$ cat config.mk
export PLATFORM = sky130hd
export DESIGN_NAME = multicycle_main_fsm
export DESIGN_NICKNAME = d
export VERILOG_FILES = /design/src/rtl/multicycle_main_fsm_pkg.sv /design/src/rtl/multicycle_main_fsm_mem_watchdog.sv /design/src/rtl/multicycle_main_fsm.sv
export SDC_FILE = /design/constraint.sdc
export NUM_CORES = 1
export LEC_CHECK = 0
export ABC_AREA = 1
export CAP_MARGIN = 15
export CELL_PAD_IN_SITES_DETAIL_PLACEMENT = 0
export CELL_PAD_IN_SITES_GLOBAL_PLACEMENT = 1
export CORE_ASPECT_RATIO = 0.9
export CORE_MARGIN = 5
export CORE_UTILIZATION = 37
export DETAILED_ROUTE_END_ITERATION = 7
export PLACE_DENSITY = 0.78
export SYNTH_ARGS = -nofsm -noshare
export SYNTH_HDL_FRONTEND = slang
export SYNTH_SLANG_ARGS = --single-unit
$ cat constraint.sdc
create_clock -name clk -period 2.3 [get_ports clk]
set_input_delay 0.69 -clock clk [delete_from_list [all_inputs] [get_ports clk]]
set_output_delay 0.69 -clock clk [all_outputs]
set_load 0.05 [all_outputs]
$ cat src/rtl/multicycle_main_fsm_pkg.sv
// Shared encodings for the multi-cycle RV32I main control FSM: opcodes,
// state encoding and datapath mux/ALU select codes.
package multicycle_main_fsm_pkg;

    localparam logic [6:0] OP_LOAD   = 7'b0000011;
    localparam logic [6:0] OP_STORE  = 7'b0100011;
    localparam logic [6:0] OP_RTYPE  = 7'b0110011;
    localparam logic [6:0] OP_ITYPE  = 7'b0010011;
    localparam logic [6:0] OP_BRANCH = 7'b1100011;
    localparam logic [6:0] OP_JAL    = 7'b1101111;

    typedef enum logic [3:0] {
        S_FETCH    = 4'd0,
        S_DECODE   = 4'd1,
        S_MEMADR   = 4'd2,
        S_MEMREAD  = 4'd3,
        S_MEMWB    = 4'd4,
        S_MEMWRITE = 4'd5,
        S_EXECUTER = 4'd6,
        S_EXECUTEI = 4'd7,
        S_ALUWB    = 4'd8,
        S_BEQ      = 4'd9,
        S_JAL      = 4'd10,
        S_ERROR    = 4'd11,
        S_TRAP     = 4'd12
    } state_t;

    localparam logic [1:0] RES_ALUOUT    = 2'b00;
    localparam logic [1:0] RES_DATA      = 2'b01;
    localparam logic [1:0] RES_ALURESULT = 2'b10;

    localparam logic [1:0] SRCA_PC    = 2'b00;
    localparam logic [1:0] SRCA_OLDPC = 2'b01;
    localparam logic [1:0] SRCA_RD1   = 2'b10;

    localparam logic [1:0] SRCB_RD2  = 2'b00;
    localparam logic [1:0] SRCB_IMM  = 2'b01;
    localparam logic [1:0] SRCB_FOUR = 2'b10;

    localparam logic [1:0] ALUOP_ADD   = 2'b00;
    localparam logic [1:0] ALUOP_SUB   = 2'b01;
    localparam logic [1:0] ALUOP_FUNCT = 2'b10;

    localparam logic [1:0] IMM_I = 2'b00;
    localparam logic [1:0] IMM_S = 2'b01;
    localparam logic [1:0] IMM_B = 2'b10;
    localparam logic [1:0] IMM_J = 2'b11;

    function automatic logic [1:0] imm_src_of(input logic [6:0] op);
        logic [1:0] imm;
        imm = IMM_I;
        case (op)
            OP_STORE:  imm = IMM_S;
            OP_BRANCH: imm = IMM_B;
            OP_JAL:    imm = IMM_J;
            default:   imm = IMM_I;
        endcase
        return imm;
    endfunction

endpackage

$ cat src/rtl/multicycle_main_fsm_mem_watchdog.sv
// Memory-wait watchdog: counts stalled cycles of one access and flags a
// timeout when the count reaches MEM_TIMEOUT without mem_ready.
module multicycle_main_fsm_mem_watchdog #(
    parameter int MEM_TIMEOUT = 255,
    parameter int CNT_W       = 8
) (
    input  logic clk,
    input  logic rst_n,
    input  logic active,
    input  logic clear,
    input  logic mem_ready,
    output logic timeout
);

    generate
        if (MEM_TIMEOUT > 0) begin : gen_wd
            logic [CNT_W-1:0] count_reg;
            logic [CNT_W-1:0] count_next;

            always_comb begin
                count_next = count_reg;
                if (clear)
                    count_next = '0;
                else if (active && !mem_ready)
                    count_next = count_reg + CNT_W'(1);
            end

            always_ff @(posedge clk or negedge rst_n) begin
                if (!rst_n)
                    count_reg <= '0;
                else
                    count_reg <= count_next;
            end

            // A ready arriving in the limit cycle wins, so mem_ready gates the flag.
            assign timeout = active && !mem_ready && (count_reg == CNT_W'(MEM_TIMEOUT));
        end else begin : gen_no_wd
            assign timeout = 1'b0;
        end
    endgenerate

endmodule

$ cat src/rtl/multicycle_main_fsm.sv
// Multi-cycle RV32I main control FSM (lw, sw, R/I ALU, beq, jal) with memory
// watchdog and retire counter. Define ILLEGAL_TRAP_EN to trap unknown opcodes.
module multicycle_main_fsm
    import multicycle_main_fsm_pkg::*;
#(
    parameter int MEM_TIMEOUT = 255,
    parameter int CNT_W       = 8,
    parameter int RET_W       = 32
) (
    input  logic             clk,
    input  logic             rst_n,
    input  logic [6:0]       opcode,
    input  logic             zero,
    input  logic             mem_ready,
    output logic             PCWrite,
    output logic             AdrSrc,
    output logic             MemWrite,
    output logic             IRWrite,
    output logic [1:0]       ResultSrc,
    output logic [1:0]       ALUSrcA,
    output logic [1:0]       ALUSrcB,
    output logic [1:0]       ALUOp,
    output logic [1:0]       ImmSrc,
    output logic             RegWrite,
    output logic             bus_err,
    output logic             instr_retired,
    output logic [RET_W-1:0] retired_count,
`ifdef ILLEGAL_TRAP_EN
    output logic             illegal_instr,
`endif
    output logic [3:0]       state_dbg
);

    state_t state_reg;
    state_t state_next;
    logic   retire;
    logic   mem_state;
    logic   wd_clear;
    logic   timeout;

    assign mem_state = state_reg inside {S_FETCH, S_MEMREAD, S_MEMWRITE};
    assign wd_clear  = (state_next != state_reg) &&
                       (state_next inside {S_FETCH, S_MEMREAD, S_MEMWRITE});

    multicycle_main_fsm_mem_watchdog #(
        .MEM_TIMEOUT(MEM_TIMEOUT),
        .CNT_W      (CNT_W)
    ) u_wd (
        .clk      (clk),
        .rst_n    (rst_n),
        .active   (mem_state),
        .clear    (wd_clear),
        .mem_ready(mem_ready),
        .timeout  (timeout)
    );

    always_ff @(posedge clk or negedge rst_n) begin
        if (!rst_n) begin
            state_reg     <= S_FETCH;
            instr_retired <= 1'b0;
            retired_count <= '0;
        end else begin
            state_reg     <= state_next;
            instr_retired <= retire;
            if (retire)
                retired_count <= retired_count + RET_W'(1);
        end
    end

    always_comb begin
        state_next = state_reg;
        retire     = 1'b0;
        PCWrite    = 1'b0;
        AdrSrc     = 1'b0;
        MemWrite   = 1'b0;
        IRWrite    = 1'b0;
        ResultSrc  = RES_ALUOUT;
        ALUSrcA    = SRCA_PC;
        ALUSrcB    = SRCB_RD2;
        ALUOp      = ALUOP_ADD;
        RegWrite   = 1'b0;
        case (state_reg)
            S_FETCH: begin
                ALUSrcB   = SRCB_FOUR;
                ResultSrc = RES_ALURESULT;
                IRWrite   = mem_ready;
                PCWrite   = mem_ready;
                if (mem_ready)
                    state_next = S_DECODE;
                else if (timeout)
                    state_next = S_ERROR;
            end
            S_DECODE: begin
                ALUSrcA = SRCA_OLDPC;
                ALUSrcB = SRCB_IMM;
                case (opcode)
                    OP_LOAD, OP_STORE: state_next = S_MEMADR;
                    OP_RTYPE:          state_next = S_EXECUTER;
                    OP_ITYPE:          state_next = S_EXECUTEI;
                    OP_BRANCH:         state_next = S_BEQ;
                    OP_JAL:            state_next = S_JAL;
`ifdef ILLEGAL_TRAP_EN
                    default:           state_next = S_TRAP;
`else
                    default:           state_next = S_FETCH;
`endif
                endcase
            end
            S_MEMADR: begin
                ALUSrcA    = SRCA_RD1;
                ALUSrcB    = SRCB_IMM;
                state_next = (opcode == OP_LOAD) ? S_MEMREAD : S_MEMWRITE;
            end
            S_MEMREAD: begin
                AdrSrc = 1'b1;
                if (mem_ready)
                    state_next = S_MEMWB;
                else if (timeout)
                    state_next = S_ERROR;
            end
            S_MEMWB: begin
                ResultSrc  = RES_DATA;
                RegWrite   = 1'b1;
                retire     = 1'b1;
                state_next = S_FETCH;
            end
            S_MEMWRITE: begin
                AdrSrc   = 1'b1;
                // Gated by rst_n so a reset drops the strobe without waiting on the flop.
                MemWrite = rst_n;
                if (mem_ready) begin
                    retire     = 1'b1;
                    state_next = S_FETCH;
                end else if (timeout) begin
                    state_next = S_ERROR;
                end
            end
            S_EXECUTER: begin
                ALUSrcA    = SRCA_RD1;
                ALUOp      = ALUOP_FUNCT;
                state_next = S_ALUWB;
            end
            S_EXECUTEI: begin
                ALUSrcA    = SRCA_RD1;
                ALUSrcB    = SRCB_IMM;
                ALUOp      = ALUOP_FUNCT;
                state_next = S_ALUWB;
            end
            S_ALUWB: begin
                RegWrite   = 1'b1;
                retire     = 1'b1;
                state_next = S_FETCH;
            end
            S_BEQ: begin
                ALUSrcA    = SRCA_RD1;
                ALUOp      = ALUOP_SUB;
                PCWrite    = zero;
                retire     = 1'b1;
                state_next = S_FETCH;
            end
            S_JAL: begin
                ALUSrcA    = SRCA_OLDPC;
                ALUSrcB    = SRCB_FOUR;
                PCWrite    = 1'b1;
                state_next = S_ALUWB;
            end
            S_ERROR, S_TRAP: state_next = state_reg;
            default:         state_next = S_FETCH;
        endcase
    end

    assign ImmSrc    = imm_src_of(opcode);
    assign bus_err   = (state_reg == S_ERROR);
    assign state_dbg = state_reg;
`ifdef ILLEGAL_TRAP_EN
    assign illegal_instr = (state_reg == S_TRAP);
`endif

endmodule

* Word level (Yosys, flattened, before mapping)
Index checks and enable logic that the tools add are counted.
W data, S select, Z words.
** Word-level totals
- Input port bits :: 11
- Output and inout bits :: 53
- Register bits :: 45
** Cells by class
- Eq/ne operators :: 22
- Reduce and logical (&&, ||, !) cells :: 20
- Mux-type cells :: 21
- Add/subtract/negate cells :: 2
** Operator list (count)
- $add A32 B1 Y32 const B :: 1
- $pmux W4 S7 :: 1
- $eq A4 B3 Y1 const B :: 5
- $eq A4 B4 Y1 const B :: 5
- $pmux W4 S5 :: 1
- $mux W4 :: 4
- $mux W8 :: 2
- $pmux W2 S2 :: 4
- $eq A7 B6 Y1 const B :: 2
- $eq A7 B7 Y1 const B :: 2
- $reduce_or A2 Y1 :: 7
- $eq A4 B2 Y1 const B :: 3
- $reduce_or A3 Y1 :: 3
- $add A8 B1 Y8 const B :: 1
- $eq A8 B8 Y1 const B :: 1
- $logic_not A4 Y1 :: 2
- $eq A7 B2 Y1 const B :: 1
- $eq A7 B5 Y1 const B :: 1
- $pmux W2 S3 :: 1
- $reduce_bool A3 Y1 :: 2
- $mux W1 :: 5
- $eq A4 B1 Y1 const B :: 1
- $ne A4 B4 Y1 :: 1
- $reduce_or A4 Y1 :: 1
- other kinds (6) :: 8

* Depth between registers and ports, before layout
- Word-level depth :: 11
- Gate-level depth with buffers :: 15
- Gate-level depth less buffers :: 14

* Modules after synthesis
Synthesis repeated with hierarchy kept, for this count alone.
** Second synthesis, totals
- Cell total of the unflattened synthesis :: 429
- Area, all modules :: 2996.6 sq um
** Modules (own cells, without submodules)
- multicycle_main_fsm :: instances 1, cells each 372, seq. area each 925.9 sq um, area each 2541.2 sq um
- multicycle_main_fsm_mem_watchdog :: instances 1, cells each 57, seq. area each 200.2 sq um, area each 455.4 sq um

* Worst setup path after synthesis
No wires, ideal clock.
- Kind :: reg-to-output
- Start :: reg state_reg[1], in the netlist state_dbg[1]
- End :: out ALUSrcA[1]
- Data required time :: 1.610 ns
- Path slack :: -0.495 ns
- Data arrival time :: 2.105 ns
- Path buffers :: 1
- Cell stages (with the launch flop) :: 6
- Cell sequence :: dfrtp_1 buf_4 inv_1 nor2_1 nor2_1 nand2_1
** On the way
- Cells in the longest elaborated chain, start to end :: 3
- Elaborated cells on any way between the ends :: 9
- Those cells by class :: eq/ne: 6; mux: 1; reduce/logical: 2
** Ends and longest elaborated chain
- start, declared :: line multicycle_main_fsm.sv:34 : state_t state_reg;
- start signal, assigned :: line multicycle_main_fsm.sv:63 : state_reg <= state_next;
- $eq A4 B3 Y1, or another cell as far along :: line multicycle_main_fsm.sv:82 : case (state_reg)
- $reduce_or A4 Y1 (no source line) or $reduce_or A2 Y1 (tied branches)
- $pmux W2 S2 * :: line multicycle_main_fsm.sv:82
- end, declared :: line multicycle_main_fsm.sv:20 : output logic [1:0] ALUSrcA,
Every way passes the cells marked *; elsewhere a longest branch is shown, timed or not.

* Worst setup path in the final report
- Start :: reg state_reg[3], in the netlist state_dbg[3]
- End :: out ALUSrcB[0]
** On the way
- Cells in the longest elaborated chain, start to end :: 3
- Elaborated cells on any way between the ends :: 8
- Those cells by class :: eq/ne: 4; mux: 1; reduce/logical: 3
** Ends and longest elaborated chain
- $eq A4 B1 Y1, or another cell as far along :: line multicycle_main_fsm.sv:82
- $reduce_or A3 Y1 (no source line) or $reduce_or A2 Y1 (tied branches)
- $pmux W2 S2 * :: line multicycle_main_fsm.sv:82
- end, declared :: line multicycle_main_fsm.sv:21 : output logic [1:0] ALUSrcB,
Marks and branches as above.

==> results.sh <==
export IMPL_h_tree_depth=2
export IMPL_final_common_cell="nand2_1"
export IMPL_post_route_period_util=0.979
export IMPL_crit_family="flip-flops"
export IMPL_die_x_um=102
export IMPL_largest_reg_flops=32
export IMPL_p_clk_frac=0.149
export IMPL_place_area_sq_um=3930
export IMPL_core_sq_um=7510
export IMPL_first_pass_iters=4
export IMPL_wire_per_inst_um=12.8
export IMPL_status="completed"
export IMPL_final_antenna_net_count=0
export IMPL_p_int_mw=1.96
export IMPL_wl_um=7200
export IMPL_whs_ps=468
export IMPL_seq_power_share=0.278
export IMPL_combPwrFrac=0.572
export IMPL_avgSynthCellArea_sq_um=7.83
export IMPL_fin_crit_ps=2250
export IMPL_dieArea_sq_um=9510
export IMPL_clkLatencyLatePin_ps=300
export IMPL_drc=0
export IMPL_required_ps=1610
export IMPL_p_sw_mw=1.66
export IMPL_instances_no_fill=564
export IMPL_cts_buffer_depth=2
export IMPL_crit_path_max_fanout=6
export IMPL_grt_first_pass_wirelength_um=12400
export IMPL_syn_to_final_growth_pct=47.8
export IMPL_clock_sinks=45
export IMPL_design_area_sq_um=4190
export IMPL_fp_dieH_um=93.0
export IMPL_synth_area_sq_um=2830
export IMPL_synth_seq_area_share=0.397
export IMPL_grt_pass1_vias=2590
export IMPL_place_congestion=0.794
export IMPL_finalMaxSlewViolations=0
export IMPL_ys_warn_count=0
export IMPL_crit_path_frequent_cell="inv_1"
export IMPL_grt_overflow=0
export IMPL_ys_seq_elements=45
export IMPL_cts_tree="yes"
export IMPL_initial_utilization=0.378
export IMPL_switching_share=0.459
export IMPL_arrival_ps=1560
export IMPL_final_cell_mix="65 x nand2_1, 52 x buf_4, 43 x nor2_1"
export IMPL_antenna_cells=0
export IMPL_fin_nets=480
export IMPL_power_leakage_nw=2.08
export IMPL_drv_cap=0
export IMPL_placed_cells=544
export IMPL_synthesis_instances=362
export IMPL_finalHoldViolations=0
export IMPL_grt_max_degree=46
export IMPL_dp_hpwl_um=5540
export IMPL_clk_pin_slew_ps=80
export IMPL_regToRegSetupSlack_ps=220
export IMPL_routed_via_count=2684
export IMPL_setup_tns_ps=0
export IMPL_cpPeakStageDelay_ps=460
export IMPL_power_density_nw_per_um2=863
export IMPL_fin_skew_ps=3.34
export IMPL_path_class="register to output pin"
export IMPL_cts_made_buffers=5
export IMPL_setup_viol=0
export IMPL_grt_usage=0.161
export IMPL_drt_initial_drc_count=100
export IMPL_max_freq_mhz=444
export IMPL_cp_slowest_cell="dfrtp_2"
export IMPL_start_kind="register"
export IMPL_slew_headroom=0.620
export IMPL_rsz0062_at_grt="true"
export IMPL_cp_cell_sequence="nor2_2 > inv_1 > nor2_4 > inv_1 > o211ai_1 > buf_12"
export IMPL_vdd_drop_max_mv=0.985
export IMPL_buffer_ports_inserted=63
export IMPL_clockRootBuffer="clkbuf_8"
export IMPL_drive_gt1_frac=0.310
export IMPL_num_rows=30
export IMPL_syn_nets=375
export IMPL_ys_types=30
export IMPL_worst_slew_pin_slew_ps=571
export IMPL_worst_setup_path_end_kind="output pin"
export IMPL_pin_count=64
export IMPL_antenna_found_initial=0
export IMPL_critPathBufInv=3
export IMPL_routed_via_density=4.76
export IMPL_hold_path_class="register to register"
stage by stage:
stage	util	setup slack (ps)	power [mW]
floorplan	-	3.63	2.24
global placement	0.523	-237	3.00
detailed placement	0.523	-285	3.01
CTS	0.547	16.0	3.59
global route	0.558	-23.2	3.84
finish	0.558	48.3	3.62
cell type report:
type / count / area [sq um]
Sequential cell: 45 / 1130
Inverter: 48 / 190
Multi-Input combinational cell: 267 / 1620
Clock inverter: 1 / 5.00
Timing Repair Buffer: 100 / 1030
Tap cell: 96 / 120
Fill cell: 725 / 3320
Clock buffer: 7 / 96.3
worst reg2reg max path, delay by kind of cell (launching register included):
family | cells | cell delay, ps
simple gates | 11 | 1130
flops | 1 | 460
buf+inv | 3 | 380
Yosys cell counts, drive strengths merged:
cell type	count	area [sq um]
a21boi	1	7.51
a21oi	5	25.0
and3	1	6.26
buf	1	7.51
clkbuf	1	3.75
dfrtp	45	1130
ha	2	25.0
inv	48	180
mux2	1	11.3
mux2i	1	10.0
nand2	85	367
nand3	35	228
nand4	9	56.3
nor2	63	307
nor3	14	75.1
nor3b	1	7.51
nor4	6	37.5
o211ai	1	7.51
o21ai	5	25.0
or2	1	6.26
xnor2	11	96.3
xor2	25	219
power groups by stage:
stage	Combinational, mW	Clock (mW)	Sequential (mW)
4_1_cts	2.03	0.554	1.00
6_report	2.07	0.540	1.01
2_1_floorplan	0.952	0	1.29
3_3_place_gp	1.98	0	1.02
5_1_grt	2.22	0.592	1.03
3_5_place_dp	1.99	0	1.02
final timing paths:
check / start / to / cells after the start
worst min-delay path: retired_count[31] / retired_count[31] / 1
worst max-delay path: state_dbg[3] / ALUSrcB[0] / 6
worst min register to register: retired_count[31] / retired_count[31] / 1
min in group asynchronous: rst_n / u_wd.gen_wd.count_reg[3] / 2
worst max register to register: state_dbg[1] / u_wd.gen_wd.count_reg[7] / 14
max in group asynchronous: rst_n / state_dbg[1] / 2
routing by layer:
layer	vias up	global-route usage	wire [um]
met5	-	0	0
met4	0	0.0328	46
met3	5	0.0313	240
met2	40	0.244	3330
met1	1269	0.238	3590
li1	1370	-	-
kinds of logic after synthesis:
logic type / share of synthesized area
AOI/OAI and AO/OA: 0.0230
xor gates and xnor gates: 0.111
adders and majority gates: 0.00883
buffers and inverters: 0.0675
DFF: 0.397
muxes: 0.00751
and+or+nand+nor: 0.385
repair_timing:
| item | CTS | global route |
|---|---|---|
| buffers inserted | 8 | 4 |
| gates cloned | 0 | 0 |
| gates resized for setup | 19 | 25 |
| pin swaps | 5 | 12 |
| endpoints found under the setup margin | 5 | 20 |
| hold buffers | 0 | 0 |
| endpoints found under the hold margin | 0 | 0 |
Power figures use the tool's default switching activity.
